[src/rtl/preg_stage_skid.sv]
// Generic pipeline stage register with valid/ready handshake and optional skid entry.
// The skid entry lets upstream ready come from a flop, cutting the stall path.
module preg_stage_skid #(
    parameter int PAYLOAD_W  = 64,
    parameter bit SKID_EN    = 1'b1,
    parameter bit FLUSH_ZERO = 1'b1
) (
    input  logic                 i_clk,
    input  logic                 i_arst,
    input  logic                 i_flush,
    input  logic                 i_valid,
    output logic                 o_ready,
    input  logic [PAYLOAD_W-1:0] i_payload,
    output logic                 o_valid,
    input  logic                 i_ready,
    output logic [PAYLOAD_W-1:0] o_payload,
    output logic [1:0]           o_count
);

    typedef enum logic [1:0] {
        EMPTY = 2'd0,
        ONE   = 2'd1,
        FULL  = 2'd2
    } state_t;

    state_t               state;
    state_t               next_state;
    logic [PAYLOAD_W-1:0] main_payload;
    logic [PAYLOAD_W-1:0] skid_payload;
    logic                 ready_q;
    logic                 main_valid;
    logic                 skid_valid;
    logic                 in_fire;
    logic                 out_fire;
    logic                 load_main_in;
    logic                 load_main_skid;
    logic                 load_skid;

    assign main_valid = (state != EMPTY);
    assign skid_valid = (state == FULL);
    assign o_ready    = SKID_EN ? ready_q : (~main_valid | i_ready);
    assign in_fire    = i_valid & o_ready;
    assign out_fire   = main_valid & i_ready;
    assign o_valid    = main_valid;
    assign o_payload  = main_payload;
    assign o_count    = {1'b0, main_valid} + {1'b0, skid_valid};

    // Next-state and payload-load decode; flush overrides every transfer.
    always_comb begin
        next_state     = state;
        load_main_in   = 1'b0;
        load_main_skid = 1'b0;
        load_skid      = 1'b0;
        case (state)
            EMPTY: begin
                if (in_fire) begin
                    load_main_in = 1'b1;
                    next_state   = ONE;
                end else begin
                    next_state = EMPTY;
                end
            end
            ONE: begin
                if (in_fire && out_fire) begin
                    load_main_in = 1'b1;
                    next_state   = ONE;
                end else if (in_fire && SKID_EN) begin
                    load_skid  = 1'b1;
                    next_state = FULL;
                end else if (in_fire) begin
                    // Unreachable without a skid entry: o_ready is low while held and stalled.
                    load_main_in = 1'b1;
                    next_state   = ONE;
                end else if (out_fire) begin
                    next_state = EMPTY;
                end else begin
                    next_state = ONE;
                end
            end
            FULL: begin
                if (out_fire) begin
                    load_main_skid = 1'b1;
                    next_state     = ONE;
                end else begin
                    next_state = FULL;
                end
            end
            default: begin
                next_state = EMPTY;
            end
        endcase
        if (i_flush) begin
            next_state     = EMPTY;
            load_main_in   = 1'b0;
            load_main_skid = 1'b0;
            load_skid      = 1'b0;
        end else begin
            next_state = next_state;
        end
    end

    // State, registered upstream ready and payload storage.
    always_ff @(posedge i_clk or posedge i_arst) begin
        if (i_arst) begin
            state        <= EMPTY;
            ready_q      <= 1'b1;
            main_payload <= '0;
            skid_payload <= '0;
        end else begin
            state   <= next_state;
            ready_q <= (next_state != FULL);
            if (i_flush) begin
                if (FLUSH_ZERO) begin
                    main_payload <= '0;
                    skid_payload <= '0;
                end
            end else begin
                if (load_main_in) begin
                    main_payload <= i_payload;
                end else if (load_main_skid) begin
                    main_payload <= skid_payload;
                end
                if (load_skid) begin
                    skid_payload <= i_payload;
                end
            end
        end
    end

endmodule
[config.mk]
export PLATFORM = sky130hd
export DESIGN_NAME = preg_stage_skid
export DESIGN_NICKNAME = d
export VERILOG_FILES = /design/src/rtl/preg_stage_skid.sv
export SDC_FILE = /design/constraint.sdc
export NUM_CORES = 1
export LEC_CHECK = 0
export BUFFER_PORTS_ARGS = -buffer_cell sky130_fd_sc_hd__buf_2
export CAP_MARGIN = 20
export CORE_MARGIN = 1
export CORE_UTILIZATION = 45
export DETAILED_ROUTE_END_ITERATION = 7
export GPL_TIMING_DRIVEN = 1
export PLACE_DENSITY_LB_ADDON = 0.1
export SLEW_MARGIN = 10
export SYNTH_ARGS = -nofsm -noshare
export SYNTH_HDL_FRONTEND = slang
export SYNTH_SLANG_ARGS = --single-unit
[constraint.sdc]
create_clock -name i_clk -period 4 [get_ports i_clk]
set_input_delay 0.6 -clock i_clk [delete_from_list [all_inputs] [get_ports i_clk]]
set_output_delay 0.6 -clock i_clk [all_outputs]
set_load 0.05 [all_outputs]
==> summary.md <==
| Metric | Value |
|---|---|
| Sequential-to-total area share from yosys stat | `55.75%` |
| Vias in the first global route | `4797` |
| CORE AREA | `0.01267 sq mm` |
| Netlist cell types | `25` |
| Total die area | `0.01353 sq mm` |
| Chip width | `116.3 um` |
| Max IR drop VDD | `346.2 uV` |
| Largest net degree at the start of global routing | `93` |
| Crit path max fanout | `28` |
| Pre-CTS WS | `1.347 ns` |
| Initial drt markers | `336` |
| CP required | `4.25 ns` |
| DP HPWL | `8.759 mm` |
| Commonest cells in the netlist | `130 x dfrtp_1, 130 x nand2_1, 66 x a21oi_1` |
| Overall power | `3.841 mW` |
| Syn Std Cell Area | `0.005882 sq mm` |
| FF-to-FF path depth | `8` |
| RSZ-0062 raised after global routing | `no` |
| Cells after DPL | `792` |
| PwrDens | `539.6 mW/mm^2` |
| RePlAce Congestion | `0.7799` |
| Fraction of layout cells with a size suffix above 1 | `30.83%` |
| Initial Utilization | `46.42%` |
| Slew HR | `40.36%` |
| Worst hold margin | `0.3630 ns` |
| Drt pass-1 iters | `5` |
| Area of the multi-input gates | `0.002233 sq mm` |
| Top cells by area, synth | `dfrtp_1 55%, a22o_1 9.5%, nand2_1 8.3%, a311oi_1 7.3%, a21oi_1 5.6%` |
| Worst skew pair latency | `0.41 ns` |
| GR Overflow Total | `0` |
| GRT Util Overall | `24.60%` |
| Clock root cell | `clkbuf_16` |
| TNS Setup | `0 ns` |
| Worst Max-Slew Pin Slew | `0.8946 ns` |
| Worst-path cell chain | `or2_2 -> nand2_1 -> inv_1 -> ha_1 -> nand3b_4 -> and2_2 -> buf_4 -> a311oi_1` |
| Outcome | `finished clean` |
| Final Hold Viols | `0` |
| DRT Wirelength | `15.71 mm` |
| Setup ws final | `1.327 ns` |
| Max_cap viols | `0` |
| CP Class | `register to register` |
| Setup bufs post-CTS | `0` |
| Ant diodes | `0` |
| First-pass GRT wire length | `25.11 mm` |
| Cell type with the largest total area after synthesis | `dfrtp_1` |
| Register area | `0.003279 sq mm` |
| Maximum buffer depth of the clock tree | `2` |
| CTS buffer count | `17` |
| Area share of the largest cell type after synthesis | `55.31%` |
| Rows | `41` |
| Mapped Cells | `534` |
| CTS tree | `built` |
| Vias | `4822` |
| Leakage Power | `3.377 nW` |
| Area grow syn2layout | `21.02%` |
| CTS Hold Bufs | `0` |
| Syn. warnings | `0` |
| Cts repair resizes | `0` |
| Worst setup SP type | `register` |
| ANT nets after route | `0` |
| Hold Path Class | `input port to async pin` |
| Die Ht | `116.3 um` |
| Number of buffers inserted by port buffering | `136` |
| Tmin final | `2.673 ns` |
| Reg clk slew, reported paths | `0.05 ns` |
| Tcrit/Tclk final | `66.82%` |
| WP data arrival | `2.92 ns` |
| H-tree levels | `4` |
| EDFF count, synth | `0` |
| Final Setup Violations | `0` |
| Synthesized area per cell | `11.01 sq um` |
| Fillers | `1149` |
| Final cell count without fillers | `824` |
| Max-slew violations | `0` |
| Initial antenna violation count | `0` |
| Critical path's largest stage delay | `0.60 ns` |
| Post-synth ARST share | `100.0%` |
| Clk sinks | `131` |
| Highest-delay cell along the critical path | `and2_2` |
| Yosys reg bits | `131` |
| Via density | `5.852` |
| Mapped Nets | `605` |
| Synth Flop Type | `dfrtp_1` |
| CP endpoint kind | `register` |
| Boundary pin count | `137` |
| Worst Skew | `0.01021 ns` |
| Max frequency | `374.1 MHz` |
| DRC viols | `0` |
| Wire length per cell | `19.06 um` |
| Nets | `710` |
-- registers in the layout, indices dropped and copies added (netlist names) --
signal and cells:
o_payload 64, state 2, skid_payload 64, o_ready 1
-- layer usage --
layer	vias to the layer above	share of wire (%)	global-route usage, %
met5	-	0	0
met4	0	1.3	9.145
met3	13	6.8	6.331
met2	198	48	38.15
met1	2436	44	33.30
li1	2175	-	-
-- per-stage QoR --
step | cell area (sq um) | utilization [%]
after floorplan | 5886 | -
after global placement | 6497 | 51.28
after detailed placement | 6500 | 51.30
after CTS | 7118 | 56.18
after global routing | 7118 | 56.18
final | 7118 | 56.18
-- kinds of logic after synthesis --
family / synth area share (%)
flip-flops: 55.75
AND/OR/NAND/NOR: 10.57
adder cells (fa/ha/maj): 0.4254
buffers and inverters: 6.850
AO/OA/AOI/OAI: 26.40
-- layout by cell type (no fill, tap or decap), drive strengths merged --
cell,Yosys,final
nor2b,2,2
and2,2,2
buf,53,145
a311oi,64,64
bufinv,0,4
clkbuf,6,21
or2,1,1
a21oi,66,66
nand4bb,1,1
nand3,1,1
clkinv,0,6
nand3b,5,5
clkinvlp,0,2
dfstp,1,1
dfrtp,130,130
nor2,1,1
inv,2,1
nand2,130,130
a21o,1,1
ha,2,2
and3b,1,1
or3b,1,1
a22o,64,64
-- final timing paths --
check                                                   from  slack, ns                      endpoint
worst max-delay path                      state[0]$_DFF_PP0_       1.33     o_payload[57]$_DFFE_PP0P_
worst min-delay path                                  i_arst       0.36     o_payload[21]$_DFFE_PP0P_
worst max register to register            state[0]$_DFF_PP0_       1.33     o_payload[57]$_DFFE_PP0P_
worst min register to register  skid_payload[11]$_DFFE_PP0P_       0.50  skid_payload[11]$_DFFE_PP0P_
max in group asynchronous                             i_arst       2.68     o_payload[54]$_DFFE_PP0P_
min in group i_clk                             i_payload[35]       0.42  skid_payload[35]$_DFFE_PP0P_
-- power breakdown --
part	total [mW]	switching, mW	internal, mW
clock	1.62	0.555	1.07
sequential	1.49	0.0628	1.43
combinational	0.726	0.537	0.189
total	3.84	1.16	2.69
-- worst max-delay path, delay by kind of cell, from the launching register on --
kind	cells	cell delay [ns]
flip-flops	1	0.52
AND/OR/NAND/NOR	4	1.13
AO/OA/AOI/OAI	1	0.17
adder cells (fa/ha/maj)	1	0.20
buffers and inverters	2	0.48
-- cell type report --
class,instances,share of cell area [%]
inverters,2,0.1582
well taps,172,3.023
clock buffers,21,6.469
multi-input cells,342,31.38
repair buffers,145,10.69
clock inverters,11,2.215
flip-flops and latches,131,46.07
No activity file was read; power rests on OpenSTA's default activity.
